[src/rtl/single_argument_pkg.sv]
// Shared types and constants for the single-argument port initiator.
// The state enum is 3 bits wide. The latency counter width covers
// READ_LATENCY values 1..7. MIN_TXN_LEN is the start-to-done length in
// cycles (both ends counted) with READ_LATENCY=1, write-back enabled and
// both partners always ready.
package single_argument_pkg;

    typedef enum logic [2:0] {
        ST_IDLE    = 3'd0,
        ST_RD_REQ  = 3'd1,
        ST_RD_WAIT = 3'd2,
        ST_EMIT    = 3'd3,
        ST_WAIT_IN = 3'd4,
        ST_WR      = 3'd5,
        ST_DONE    = 3'd6
    } state_e;

    localparam int unsigned LAT_CNT_W   = 3;
    localparam int unsigned MIN_TXN_LEN = 7;

endpackage

[src/rtl/single_argument_port.sv]
// single_argument_port: initiator for a scalar top-level argument.
// On start it reads the argument word through a single-port memory and
// offers it as a valid/ready token. With SINGLE_ARGUMENT_WRITEBACK_EN
// defined, it then accepts a result token, writes it back to the same
// location and pulses done. With the macro undefined, the write-back
// path is not built and done follows the token handshake directly.
//
// Ports:
//   clk, rst            clock; synchronous active-high reset
//   start               begin a transaction (sampled in IDLE only)
//   ce0, we0, mem_din0  memory request, write enable, write data
//   mem_dout0           memory read data, READ_LATENCY after the read cycle
//   out_data/valid/ready  argument token towards the circuit
//   in_data/valid/ready   result token from the circuit
//   done                one-cycle end-of-transaction pulse
//   txn_count           completed transactions, wraps
module single_argument_port
    import single_argument_pkg::*;
#(
    parameter int unsigned DATA_WIDTH   = 32,
    parameter int unsigned READ_LATENCY = 1,
    parameter int unsigned TXN_WIDTH    = 16
) (
    input  logic                  clk,
    input  logic                  rst,
    input  logic                  start,
    output logic                  ce0,
    output logic                  we0,
    output logic [DATA_WIDTH-1:0] mem_din0,
    input  logic [DATA_WIDTH-1:0] mem_dout0,
    output logic [DATA_WIDTH-1:0] out_data,
    output logic                  out_valid,
    input  logic                  out_ready,
    input  logic [DATA_WIDTH-1:0] in_data,
    input  logic                  in_valid,
    output logic                  in_ready,
    output logic                  done,
    output logic [TXN_WIDTH-1:0]  txn_count
);

    state_e                state_q, state_d;
    logic [LAT_CNT_W-1:0]  lat_cnt_q, lat_cnt_d;
    logic [DATA_WIDTH-1:0] out_data_q, out_data_d;
    logic [TXN_WIDTH-1:0]  txn_count_q, txn_count_d;
    logic                  ce0_q, ce0_d;
    logic                  out_valid_q, out_valid_d;
    logic                  done_q, done_d;
`ifdef SINGLE_ARGUMENT_WRITEBACK_EN
    logic [DATA_WIDTH-1:0] mem_din_q, mem_din_d;
    logic                  we0_q, we0_d;
    logic                  in_ready_q, in_ready_d;
`else
    logic                  unused_in;
`endif

    // Next-state, datapath captures and Moore outputs.
    // Outputs are decoded from the next state so they appear registered
    // in the same cycle as the state they belong to.
    always_comb begin
        state_d     = state_q;
        lat_cnt_d   = lat_cnt_q;
        out_data_d  = out_data_q;
        txn_count_d = txn_count_q;
`ifdef SINGLE_ARGUMENT_WRITEBACK_EN
        mem_din_d   = mem_din_q;
`endif

        case (state_q)
            ST_IDLE: begin
                if (start) begin
                    state_d = ST_RD_REQ;
                end
            end
            ST_RD_REQ: begin
                lat_cnt_d = LAT_CNT_W'(READ_LATENCY);
                state_d   = ST_RD_WAIT;
            end
            ST_RD_WAIT: begin
                // Count value 1 marks the cycle in which mem_dout0 is valid.
                if (lat_cnt_q == LAT_CNT_W'(1)) begin
                    out_data_d = mem_dout0;
                    state_d    = ST_EMIT;
                end else begin
                    lat_cnt_d = lat_cnt_q - LAT_CNT_W'(1);
                end
            end
            ST_EMIT: begin
                if (out_ready) begin
`ifdef SINGLE_ARGUMENT_WRITEBACK_EN
                    state_d = ST_WAIT_IN;
`else
                    state_d = ST_DONE;
`endif
                end
            end
`ifdef SINGLE_ARGUMENT_WRITEBACK_EN
            ST_WAIT_IN: begin
                if (in_valid) begin
                    mem_din_d = in_data;
                    state_d   = ST_WR;
                end
            end
            ST_WR: begin
                state_d = ST_DONE;
            end
`endif
            ST_DONE: begin
                state_d = ST_IDLE;
            end
            default: begin
                state_d = ST_IDLE;
            end
        endcase

        // DONE always lasts one cycle, so entering it counts exactly once.
        if (state_d == ST_DONE) begin
            txn_count_d = txn_count_q + TXN_WIDTH'(1);
        end

        ce0_d       = (state_d == ST_RD_REQ) || (state_d == ST_WR);
        out_valid_d = (state_d == ST_EMIT);
        done_d      = (state_d == ST_DONE);
`ifdef SINGLE_ARGUMENT_WRITEBACK_EN
        we0_d       = (state_d == ST_WR);
        in_ready_d  = (state_d == ST_WAIT_IN);
`endif
    end

    // State and output registers.
    always_ff @(posedge clk) begin
        if (rst) begin
            state_q     <= ST_IDLE;
            lat_cnt_q   <= '0;
            out_data_q  <= '0;
            txn_count_q <= '0;
            ce0_q       <= 1'b0;
            out_valid_q <= 1'b0;
            done_q      <= 1'b0;
`ifdef SINGLE_ARGUMENT_WRITEBACK_EN
            mem_din_q   <= '0;
            we0_q       <= 1'b0;
            in_ready_q  <= 1'b0;
`endif
        end else begin
            state_q     <= state_d;
            lat_cnt_q   <= lat_cnt_d;
            out_data_q  <= out_data_d;
            txn_count_q <= txn_count_d;
            ce0_q       <= ce0_d;
            out_valid_q <= out_valid_d;
            done_q      <= done_d;
`ifdef SINGLE_ARGUMENT_WRITEBACK_EN
            mem_din_q   <= mem_din_d;
            we0_q       <= we0_d;
            in_ready_q  <= in_ready_d;
`endif
        end
    end

    assign ce0       = ce0_q;
    assign out_data  = out_data_q;
    assign out_valid = out_valid_q;
    assign done      = done_q;
    assign txn_count = txn_count_q;
`ifdef SINGLE_ARGUMENT_WRITEBACK_EN
    assign we0       = we0_q;
    assign mem_din0  = mem_din_q;
    assign in_ready  = in_ready_q;
`else
    // Result token is not consumed without write-back.
    assign we0       = 1'b0;
    assign mem_din0  = '0;
    assign in_ready  = 1'b0;
    assign unused_in = ^{in_data, in_valid};
`endif

endmodule

[config.mk]
export PLATFORM = sky130hd
export DESIGN_NAME = single_argument_port
export DESIGN_NICKNAME = d
export VERILOG_FILES = /design/src/rtl/single_argument_pkg.sv /design/src/rtl/single_argument_port.sv
export SDC_FILE = /design/constraint.sdc
export NUM_CORES = 1
export LEC_CHECK = 0
export ABC_AREA = 1
export ABC_CLOCK_PERIOD_IN_PS = 1500
export BUFFER_PORTS_ARGS = -buffer_cell sky130_fd_sc_hd__buf_2
export CAP_MARGIN = 5
export CORE_MARGIN = 10
export CORE_UTILIZATION = 45
export CTS_BUF_LIST = sky130_fd_sc_hd__clkbuf_2 sky130_fd_sc_hd__clkbuf_4 sky130_fd_sc_hd__clkbuf_8
export DETAILED_ROUTE_END_ITERATION = 7
export GPL_TIMING_DRIVEN = 1
export PLACE_DENSITY = 0.8
export SYNTH_ARGS = -nofsm -noshare
export SYNTH_HDL_FRONTEND = slang
export SYNTH_SLANG_ARGS = --single-unit
[constraint.sdc]
create_clock -name clk -period 1.5 [get_ports clk]
set_input_delay 0.45 -clock clk [delete_from_list [all_inputs] [get_ports clk]]
set_output_delay 0.45 -clock clk [all_outputs]
set_load 0.01 [all_outputs]
## Word-level counts from Yosys, hierarchy flattened

Index checks and enable logic that the tools add are counted.

- Flip-flop bits (word level): 57
- Word-level logic and storage cells: 29
- Bits of input ports: 69
- Output and inout port bits: 85

- Eq/ne operators: 9
- $add $sub $neg: 2
- Reduce and logical (&&, ||, !) cells: 5
- Mux-type cells: 6

Operators with widths:

| kind | count |
|---|---|
| adder 16 x 1 -> 16 bit (second input constant) | 1 |
| two-way mux 3 bit | 4 |
| one-hot mux 3 bit (4 select lines) | 1 |
| equality test 3 x 1 -> 1 bit (second input constant) | 3 |
| equality test 3 x 2 -> 1 bit (second input constant) | 3 |
| equality test 3 bit (second input constant) | 2 |
| one-hot mux 3 bit (2 select lines) | 1 |
| AND reduction 2 bit | 2 |
| zero test 3 bit | 1 |
| subtractor 3 x 1 -> 3 bit (second input constant) | 1 |
| inequality test 2 bit (second input constant) | 1 |
| nonzero test 2 bit | 1 |
| logical OR 1 bit | 1 |

## Depth between registers and ports, before layout

Gate-level depths: netlist (run 1).

- Depth in word-level cells: 5
- Gate-level depth with buffers: 9
- Mapped depth without buffers: 9

## Worst setup path before layout (run 1)

Ideal clock, no wire load.

- Kind: reg-to-reg
- Start: reg txn_count_q[1] (netlist: txn_count[1])
- End: reg txn_count_q[8] (netlist: txn_count[8])
- Buffers on the path: 0
- Path slack: 185 ps
- Data arrival time: 1251 ps
- Period minus slack after synthesis: 1315 ps
- Required time: 1436 ps
- Cell stages (with the launch flop): 8
- Library setup time: 64 ps
- Cell sequence: dfxtp_1 -> ha_1 -> nand2_1 -> nor2_1 -> nand3_1 -> o21ai_0 -> nand2_1 -> nor2_1

- Longest elaborated chain between the ends: 1

RTL lines:

| item | RTL line | RTL |
|---|---|---|
| from (decl) | single_argument_port.sv:44 | `logic [TXN_WIDTH-1:0] txn_count_q, txn_count_d;` |
| from (signal assigned) | single_argument_port.sv:148 | `txn_count_q <= txn_count_d;` |
| adder 16 x 1 -> 16 bit | single_argument_port.sv:117 | `txn_count_d = txn_count_q + TXN_WIDTH'(1);` |

Every way passes these cells.
A chain may end at the register's enable or synchronous reset.

## Worst setup path in the final report (run 1)

- Start: reg txn_count_q[3] (netlist: txn_count[3])
- End: out txn_count[3]

RTL lines:

| item | RTL line | RTL |
|---|---|---|
| to (decl) | single_argument_port.sv:38 | `output logic [TXN_WIDTH-1:0] txn_count` |

No word-level cell between the ends.

==> results of run 1 <==
[placed cells by master (no fill, tap or decap), types with 2 or more instances in the layout]
cell / netlist / final
ha_1: 3 / 3
buf_12: 0 / 2
nor2_1: 101 / 100
clkbuf_8: 0 / 10
dfxtp_1: 57 / 57
nand3_1: 12 / 12
o21ai_0: 39 / 39
buf_2: 4 / 86
nor3_1: 4 / 4
a211oi_1: 2 / 2
a21oi_1: 10 / 10
inv_1: 20 / 20
conb_1: 1 / 34
nand4_1: 4 / 4
inv_2: 3 / 2
nand2_1: 36 / 36
nand2_2: 2 / 2
clkinv_2: 0 / 4
buf_4: 35 / 10
[report_power, final]
| part | switching [uW] | internal (uW) |
|---|---|---|
| Combinational | 198 | 119 |
| Sequential | 23.3 | 1560 |
| Clock | 610 | 799 |
[synth_stat cells, types with 2 or more instances]
cell type / n
nor2_1: 101
dfxtp_1: 57
o21ai_0: 39
nand2_1: 36
buf_4: 35
inv_1: 20
nand3_1: 12
a21oi_1: 10
buf_2: 4
buf_6: 4
clkbuf_1: 4
nand4_1: 4
nor3_1: 4
ha_1: 3
inv_2: 3
a211oi_1: 2
nand2_2: 2
[repair_timing]
item,CTS,global route
gates resized for setup,0,7
setup buffers,0,1
setup endpoints to repair,0,33
[cell families (layout without fill, tap and decap cells)]
kind of cell | Yosys count | after routing
AO/OA/AOI/OAI | 53 | 53
adder cells (fa/ha/maj) | 3 | 3
buffers and inverters | 71 | 139
flip-flops | 57 | 57
other | 1 | 34
AND/OR/NAND/NOR | 166 | 166
[registers in the layout, indices dropped and copies added (netlist names)]
signal and flops:
out_valid 1, lat_cnt_q 3, out_data 32, done 1, txn_count 16, ce0 1, state_q 3
[worst max path at each step]
stage	end	depth (start not counted)	start
finish	txn_count[3]	1	txn_count[3]
floorplan	txn_count[8]	7	txn_count[1]
global placement	out_data[6]	7	lat_cnt_q[1]
CTS	out_data[2]	7	lat_cnt_q[1]
detailed placement	out_data[2]	7	lat_cnt_q[1]
global route	out_data[29]	8	lat_cnt_q[1]
[metrics by stage]
stage	power, uW	util	cells	area [um^2]
floorplan	1870	-	384	2710
finish	3310	0.584	524	3230
global route	3470	0.584	524	3230
global placement	1910	0.537	506	2970
detailed placement	1920	0.537	506	2970
CTS	3340	0.572	522	3170
[area by class of cell]
| cell class | instances | area, um^2 | area share |
|---|---|---|---|
| multi-input combinational | 256 | 1140 | 0.353 |
| sequential | 57 | 1140 | 0.353 |
| timing repair buffer | 99 | 571 | 0.176 |
| clock buffer | 10 | 138 | 0.0426 |
| inverter | 24 | 95.1 | 0.0294 |
| tap | 72 | 90.1 | 0.0279 |
| clock inverter | 6 | 57.6 | 0.0178 |
[routing by layer]
layer / GRT usage / share of wire / routed length (um) / vias up
met3: 0.0848 / 0.13 / 868 / 6
met5: 0 / 0 / 0 / -
met1: 0.149 / 0.40 / 2680 / 1040
li1: - / - / - / 1245
met4: 0.0418 / 0.0079 / 53 / 0
met2: 0.242 / 0.46 / 3080 / 90
==> results.toml, run 1 <==
[synthesis]
syn_avg_cell_area_um2 = 7.38
syn_inst = 351
synthMuxAreaShare = 0
syn-cell-area_mm2 = 0.00259
yosysTopAreaCell = "dfxtp_1"
yosys.area_share.adder = 0.0145
ys_warn_count = 0
synth.distinct_cells = 28
synth_edf_count = 0
synth_area_leaders = "dfxtp_1, nor2_1, buf_4"
synth_compound_area_frac = 0.105
synth-simple-area-share = 0.271
synth-main-ff-cell = "dfxtp_1"
yosysSeqAreaShare = 0.441
async_flop_share = 0
synth_xor_area_frac = 0
synth_top_family_by_area = "simple AND/OR/NAND/NOR gates"
yosysTopAreaCellShare = 0.441
ys_ff_latch = 57

[clock_network]
holdBufCountCts = 0
tritoncts = "done"
clkTransAtPathRegs_ns = 0.07
cts_buffer_depth = 2
cts-root-buf = "clkbuf_8"
clock_sinks = 57
htreeDepth = 3
clk_latency_ns = 0.33
numCtsBuffers = 9

[worst_setup_path]
ff2ff_path_depth = 8
critical_path.max_stage_delay_ns = 0.43
slowest_stage = "dfxtp_1"
reg2reg_to = "out_data[2]"
crit_buf_inv = 1
crit_fanout = 6
ff2ff_setup_slack_ns = 0.12
arrival_ns = 0.94
cp_top_family = "flip-flops"
critPathKind = "reg2out"
worstPathCellList = "buf_2"
worstSetupEndpointType = "output pin"
reg2reg_from = "lat_cnt_q[1]"
worstPathRequired_ns = 1.05
startpoint_type = "register"

[finish]
syn2layout_area_growth_pct = 24.9
n_fill_cell = 548
diodes = 0
final_nets = 519
drive_gt1_frac = 0.277

[grt]
antenna_found_initial = 0
grt_pass1_vias = 2388
grt.total_usage = 0.144
grt-ovfl-total = 0
grt_max_degree = 33
grt_pass1_wl_um = 10600

[routing]
drt-initial-drc-count = 109
vias = 2381
drc = 0
via_per_inst = 4.54
ant_nets = 0
first_pass_iters = 4
routed_wirelength_um = 6680
post_drt_wl_per_cell_um = 12.7

[floorplan]
start_util = 0.467
rows = 27
die_h_um = 95.9
die_w_um = 95.9
die_area_mm2 = 0.00919
fp.coreArea_mm2 = 0.00554
io_pins = 154

[sta]
fin_crit_sh = 0.928
hold_viol = 0
layout_setup_ws_ns = 0.108
setup_viol = 0
grt_setup_unrepaired = "no"
min_period_ns = 1.39
max_freq_mhz = 719
hold_ws_ns = 0.340
fin_tns_setup_ns = 0
drv_slew = 0
skew_ns = 0.00560

[min_path]
whs_path_depth = 3
hold_start = "mem_dout0[0]"
min_to = "out_data[0]"
min_path_type = "in2reg"

[placement]
portBuffers = 86
post-dp-hpwl_um = 4940
gp_congestion = 0.757
dp_worst_setup_slack_ns = 0.0800

[power_and_ir_drop]
powerDensity_mw_per_mm2 = 1020
peakVddDrop_mv = 0.693
power.leakage_uw = 0.00165

[run_status]
outcome = "finished clean"

[run]
cap_violations = 0
Note: power is estimated with default switching activity, not from simulation.
==> run 2: changes to the inputs <==
--- a/config.mk
+++ b/config.mk
@@ -6,7 +6,7 @@
 export NUM_CORES = 1
 export LEC_CHECK = 0
 export ABC_AREA = 1
-export ABC_CLOCK_PERIOD_IN_PS = 1500
+export ABC_CLOCK_PERIOD_IN_PS = 1740
 export BUFFER_PORTS_ARGS = -buffer_cell sky130_fd_sc_hd__buf_2
 export CAP_MARGIN = 5
 export CORE_MARGIN = 10
==> constraint.sdc (replaced) <==
create_clock -name clk -period 1.74 [get_ports clk]
set_input_delay 0.522 -clock clk [delete_from_list [all_inputs] [get_ports clk]]
set_output_delay 0.522 -clock clk [all_outputs]
set_load 0.01 [all_outputs]
==> results.toml, run 2 (same netlist as run 1, synthesis figures left out) <==
[floorplan]
rows = 27
die_w_um = 95.9
start_util = 0.467
die_h_um = 95.9
fp.coreArea_mm2 = 0.00554
io_pins = 154
die_area_mm2 = 0.00919

[clock_network]
post-cts-setup-buffers = 0
htreeDepth = 3
clk_latency_ns = 0.33
cts_resized = 0
cts_buffer_depth = 2
tritoncts = "done"
clock_sinks = 57
clkTransAtPathRegs_ns = 0.06
numCtsBuffers = 9
cts-root-buf = "clkbuf_8"
holdBufCountCts = 0

[grt]
grt.total_usage = 0.137
grt_pass1_vias = 2341
grt-ovfl-total = 0
grt_max_degree = 34
grt_pass1_wl_um = 10000
antenna_found_initial = 0

[routing]
wl_met3_um = 845
wl_met1_um = 2490
via_per_inst = 4.64
top_layer = "met4"
dr_wl_met2_um = 2930
ant_nets = 0
first_pass_iters = 4
post_drt_wl_per_cell_um = 12.4
drt-initial-drc-count = 58
routed_wirelength_um = 6380
drc = 0
vias = 2388

[worst_setup_path]
slowest_stage = "dfxtp_1"
critPathKind = "reg2out"
crit_fanout = 8
cp_top_family = "flip-flops"
worstPathRequired_ns = 1.22
worstPathCellList = "buf_2"
worstSetupEndpointType = "output pin"
critical_path.max_stage_delay_ns = 0.46
crit_buf_inv = 1
startpoint_type = "register"
arrival_ns = 0.97

[finish]
diodes = 0
final_cell_mix = "nor2_1, buf_2, dfxtp_1"
drive_gt1_frac = 0.260
largest_register_ffs = 32
layout_commonest_cell = "nor2_1"
design_area_mm2 = 0.00311
final_nets = 511
syn2layout_area_growth_pct = 20.2

[power_and_ir_drop]
power.leakage_uw = 0.00159
powerDensity_mw_per_mm2 = 885
peakVddDrop_mv = 0.507

[placement]
portBuffers = 86
gp_congestion = 0.803
dp_worst_setup_slack_ns = 0.325
post-dp-hpwl_um = 4840
placed_area_mm2 = 0.00293

[run_status]
outcome = "finished clean"

[sta]
setup_viol = 0
drv_slew = 0
layout_setup_ws_ns = 0.244
min_period_ns = 1.50
hold_viol = 0
fin_tns_setup_ns = 0
worst_pin_slew_ns = 0.511
skew_ns = 0.00710
max_slew_margin = 0.659
grt_setup_unrepaired = "no"
fin_crit_sh = 0.860
max_freq_mhz = 668

[run]
cap_violations = 0

[min_path]
min_path_type = "in2reg"
## run 2: cell types whose count changed in the layout (fill, tap and decap cells not counted)
| cell | change |
|---|---|
| buf_4 | -5 |
| clkinv_2 | -3 |
| buf_12 | -2 |
| clkbuf_8 | +2 |
| bufinv_16 | -1 |
| clkbuf_16 | -1 |
| clkbuf_4 | +1 |
| inv_2 | +1 |
| inv_6 | -1 |
| nor2_1 | +1 |
| nor2_2 | -1 |
## run 2: layout make-up
cell class,count,area (um^2)
Clock buffer,13,173
Sequential cell,57,1140
Inverter,24,90.1
Fill cell,537,2430
Multi-Input combinational cell,256,1140
Clock inverter,2,12.5
Timing Repair Buffer,91,468
Tap cell,72,90.1
## run 2: metal layers
metal,GRT usage,vias up
met2,0.228,90
met1,0.136,1062
met5,0,-
li1,-,1226
met4,0.0737,0
met3,0.0708,10
## run 2: worst paths after layout
path,cells after the start,slack [ns],startpoint,to
hold reg to reg,2,0.51,out_data[8],out_data[8]
setup / recovery,1,0.24,txn_count[6],txn_count[6]
hold / removal,3,0.41,mem_dout0[27],out_data[27]
setup reg to reg,7,0.29,txn_count[1],txn_count[8]
## run 2: power by group
group,total (uW),internal [uW],switching (uW),leakage (uW)
clock network,1130,639,492,0.0000949
logic,256,91.1,165,0.00103
registers,1370,1350,20.5,0.000461
total,2760,2080,677,0.00159
## run 2: stage by stage
stage,power [uW],instances,util,hold WS (ns)
detailed placement,1650,500,0.529,0.496
floorplan,1610,384,-,0.478
finish,2760,515,0.562,0.413
global route,2890,515,0.562,0.406
CTS,2790,515,0.562,0.397
global placement,1640,500,0.529,0.486
==> run 3: changes to the inputs <==
--- a/config.mk
+++ b/config.mk
@@ -10,11 +10,11 @@
 export BUFFER_PORTS_ARGS = -buffer_cell sky130_fd_sc_hd__buf_2
 export CAP_MARGIN = 5
 export CORE_MARGIN = 10
-export CORE_UTILIZATION = 45
+export CORE_UTILIZATION = 28
 export CTS_BUF_LIST = sky130_fd_sc_hd__clkbuf_2 sky130_fd_sc_hd__clkbuf_4 sky130_fd_sc_hd__clkbuf_8
 export DETAILED_ROUTE_END_ITERATION = 7
 export GPL_TIMING_DRIVEN = 1
-export PLACE_DENSITY = 0.8
+export PLACE_DENSITY = 0.53
 export SYNTH_ARGS = -nofsm -noshare
 export SYNTH_HDL_FRONTEND = slang
 export SYNTH_SLANG_ARGS = --single-unit
==> results.toml, run 3 (same netlist as run 1, synthesis figures left out) <==
[run_status]
outcome = "finished clean"

[grt]
grt_pass1_wl_um = 11300
grt_pass1_vias = 2453
grt.total_usage = 0.105
antenna_found_initial = 0
grt-ovfl-total = 0
grt_max_degree = 41

[routing]
ant_nets = 0
wl_met3_um = 1040
routed_wirelength_um = 7020
post_drt_wl_per_cell_um = 12.6
wl_met1_um = 2840
top_layer = "met4"
via_per_inst = 4.25
dr_wl_met2_um = 3060
vias = 2369
drc = 0
drt-initial-drc-count = 83
first_pass_iters = 4

[sta]
worst_pin_slew_ns = 0.545
drv_slew = 0
skew_ns = 0.00858
fin_tns_setup_ns = 0
hold_viol = 0
layout_setup_ws_ns = 0.212
grt_setup_unrepaired = "no"
min_period_ns = 1.53
setup_viol = 0
fin_crit_sh = 0.878
max_slew_margin = 0.636
max_freq_mhz = 654

[run]
cap_violations = 0

[finish]
n_fill_cell = 1014
final_nets = 513
syn2layout_area_growth_pct = 23.9
drive_gt1_frac = 0.267
final_cells = 557
largest_register_ffs = 32
design_area_mm2 = 0.00321
layout_commonest_cell = "nor2_1"
diodes = 0
final_cell_mix = "nor2_1, buf_2, dfxtp_1"

[min_path]
min_path_type = "in2reg"
whs_path_depth = 3
min_to = "out_data[17]"
hold_start = "mem_dout0[17]"

[worst_setup_path]
crit_cells = 1
crit_buf_inv = 1
critical_path.max_stage_delay_ns = 0.48
slowest_stage = "dfxtp_1"
worstPathCellList = "buf_2"
ff2ff_path_depth = 7
startpoint_type = "register"
reg2reg_to = "out_data[8]"
arrival_ns = 1.01
ff2ff_setup_slack_ns = 0.30
critPathKind = "reg2out"
cp_top_family = "flip-flops"
worstPathRequired_ns = 1.22
reg2reg_from = "lat_cnt_q[1]"
worstSetupEndpointType = "output pin"
crit_fanout = 8

[placement]
placed_area_mm2 = 0.00301
dpl.cell_count = 541
post-dp-hpwl_um = 5280
gp_congestion = 0.775
portBuffers = 86
dp_worst_setup_slack_ns = 0.248

[floorplan]
die_h_um = 116
fp.coreArea_mm2 = 0.00911
start_util = 0.284
die_w_um = 116
io_pins = 154
rows = 35
die_area_mm2 = 0.0135

[clock_network]
tritoncts = "done"
cts-root-buf = "clkbuf_8"
clkTransAtPathRegs_ns = 0.07
clock_sinks = 57
htreeDepth = 3
clk_latency_ns = 0.33
cts_buffer_depth = 2
numCtsBuffers = 9
holdBufCountCts = 0

[power_and_ir_drop]
peakVddDrop_mv = 0.377
power.leakage_uw = 0.00161
powerDensity_mw_per_mm2 = 899
==> run 3: worst max-delay path by stage <==
| stage | start | end | slack, ns |
|---|---|---|---|
| 3_5_place_dp | lat_cnt_q[1] | out_data[29] | 0.25 |
| 5_1_grt | txn_count[1] | txn_count[8] | 0.10 |
| 3_3_place_gp | lat_cnt_q[1] | out_data[3] | 0.27 |
| 6_report | txn_count[6] | txn_count[6] | 0.21 |
| 4_1_cts | txn_count[6] | txn_count[6] | 0.20 |
| 2_1_floorplan | txn_count[1] | txn_count[8] | 0.43 |
==> run 3: power by group <==
part | switching [uW] | internal, uW | total (uW)
clock | 540 | 711 | 1250
combinational | 169 | 94.9 | 263
sequential | 20.5 | 1350 | 1370
total | 729 | 2150 | 2880
==> run 3: layout make-up <==
cell class / instances / area [um^2] / area share
multi-input cells: 256 / 1140 / 0.356
clock inverters: 5 / 55.1 / 0.0172
flip-flops and latches: 57 / 1140 / 0.356
inverters: 24 / 90.1 / 0.0281
clock buffers: 11 / 145 / 0.0452
repair buffers: 93 / 495 / 0.154
well taps: 111 / 139 / 0.0433
==> run 3: stage by stage <==
stage | hold slack (ns) | util | total power, uW
6_report | 0.407 | 0.352 | 2880
5_1_grt | 0.400 | 0.352 | 3030
2_1_floorplan | 0.478 | - | 1610
4_1_cts | 0.383 | 0.352 | 2940
3_3_place_gp | 0.487 | 0.330 | 1660
3_5_place_dp | 0.494 | 0.330 | 1660
==> run 3: repair_timing <==
action	4_1_cts	5_1_grt
endpoints found under the hold margin	0	0
endpoints found under the setup margin	0	1
setup buffers	0	0
resized for setup	0	1
==> run 3: worst reg2reg max path, stage by stage (launching register included) <==
cell     delay (ns)
dfxtp_1        0.30
inv_1          0.09
ha_1           0.14
nand2_1        0.09
nor3_4         0.20
inv_2          0.27
nor2_1         0.19
nor2_1         0.06
==> run 3: per-layer routing <==
layer	GRT usage	up-vias
li1	-	1231
met1	0.106	1037
met2	0.168	94
met3	0.0688	7
met4	0.0417	0
met5	0	-
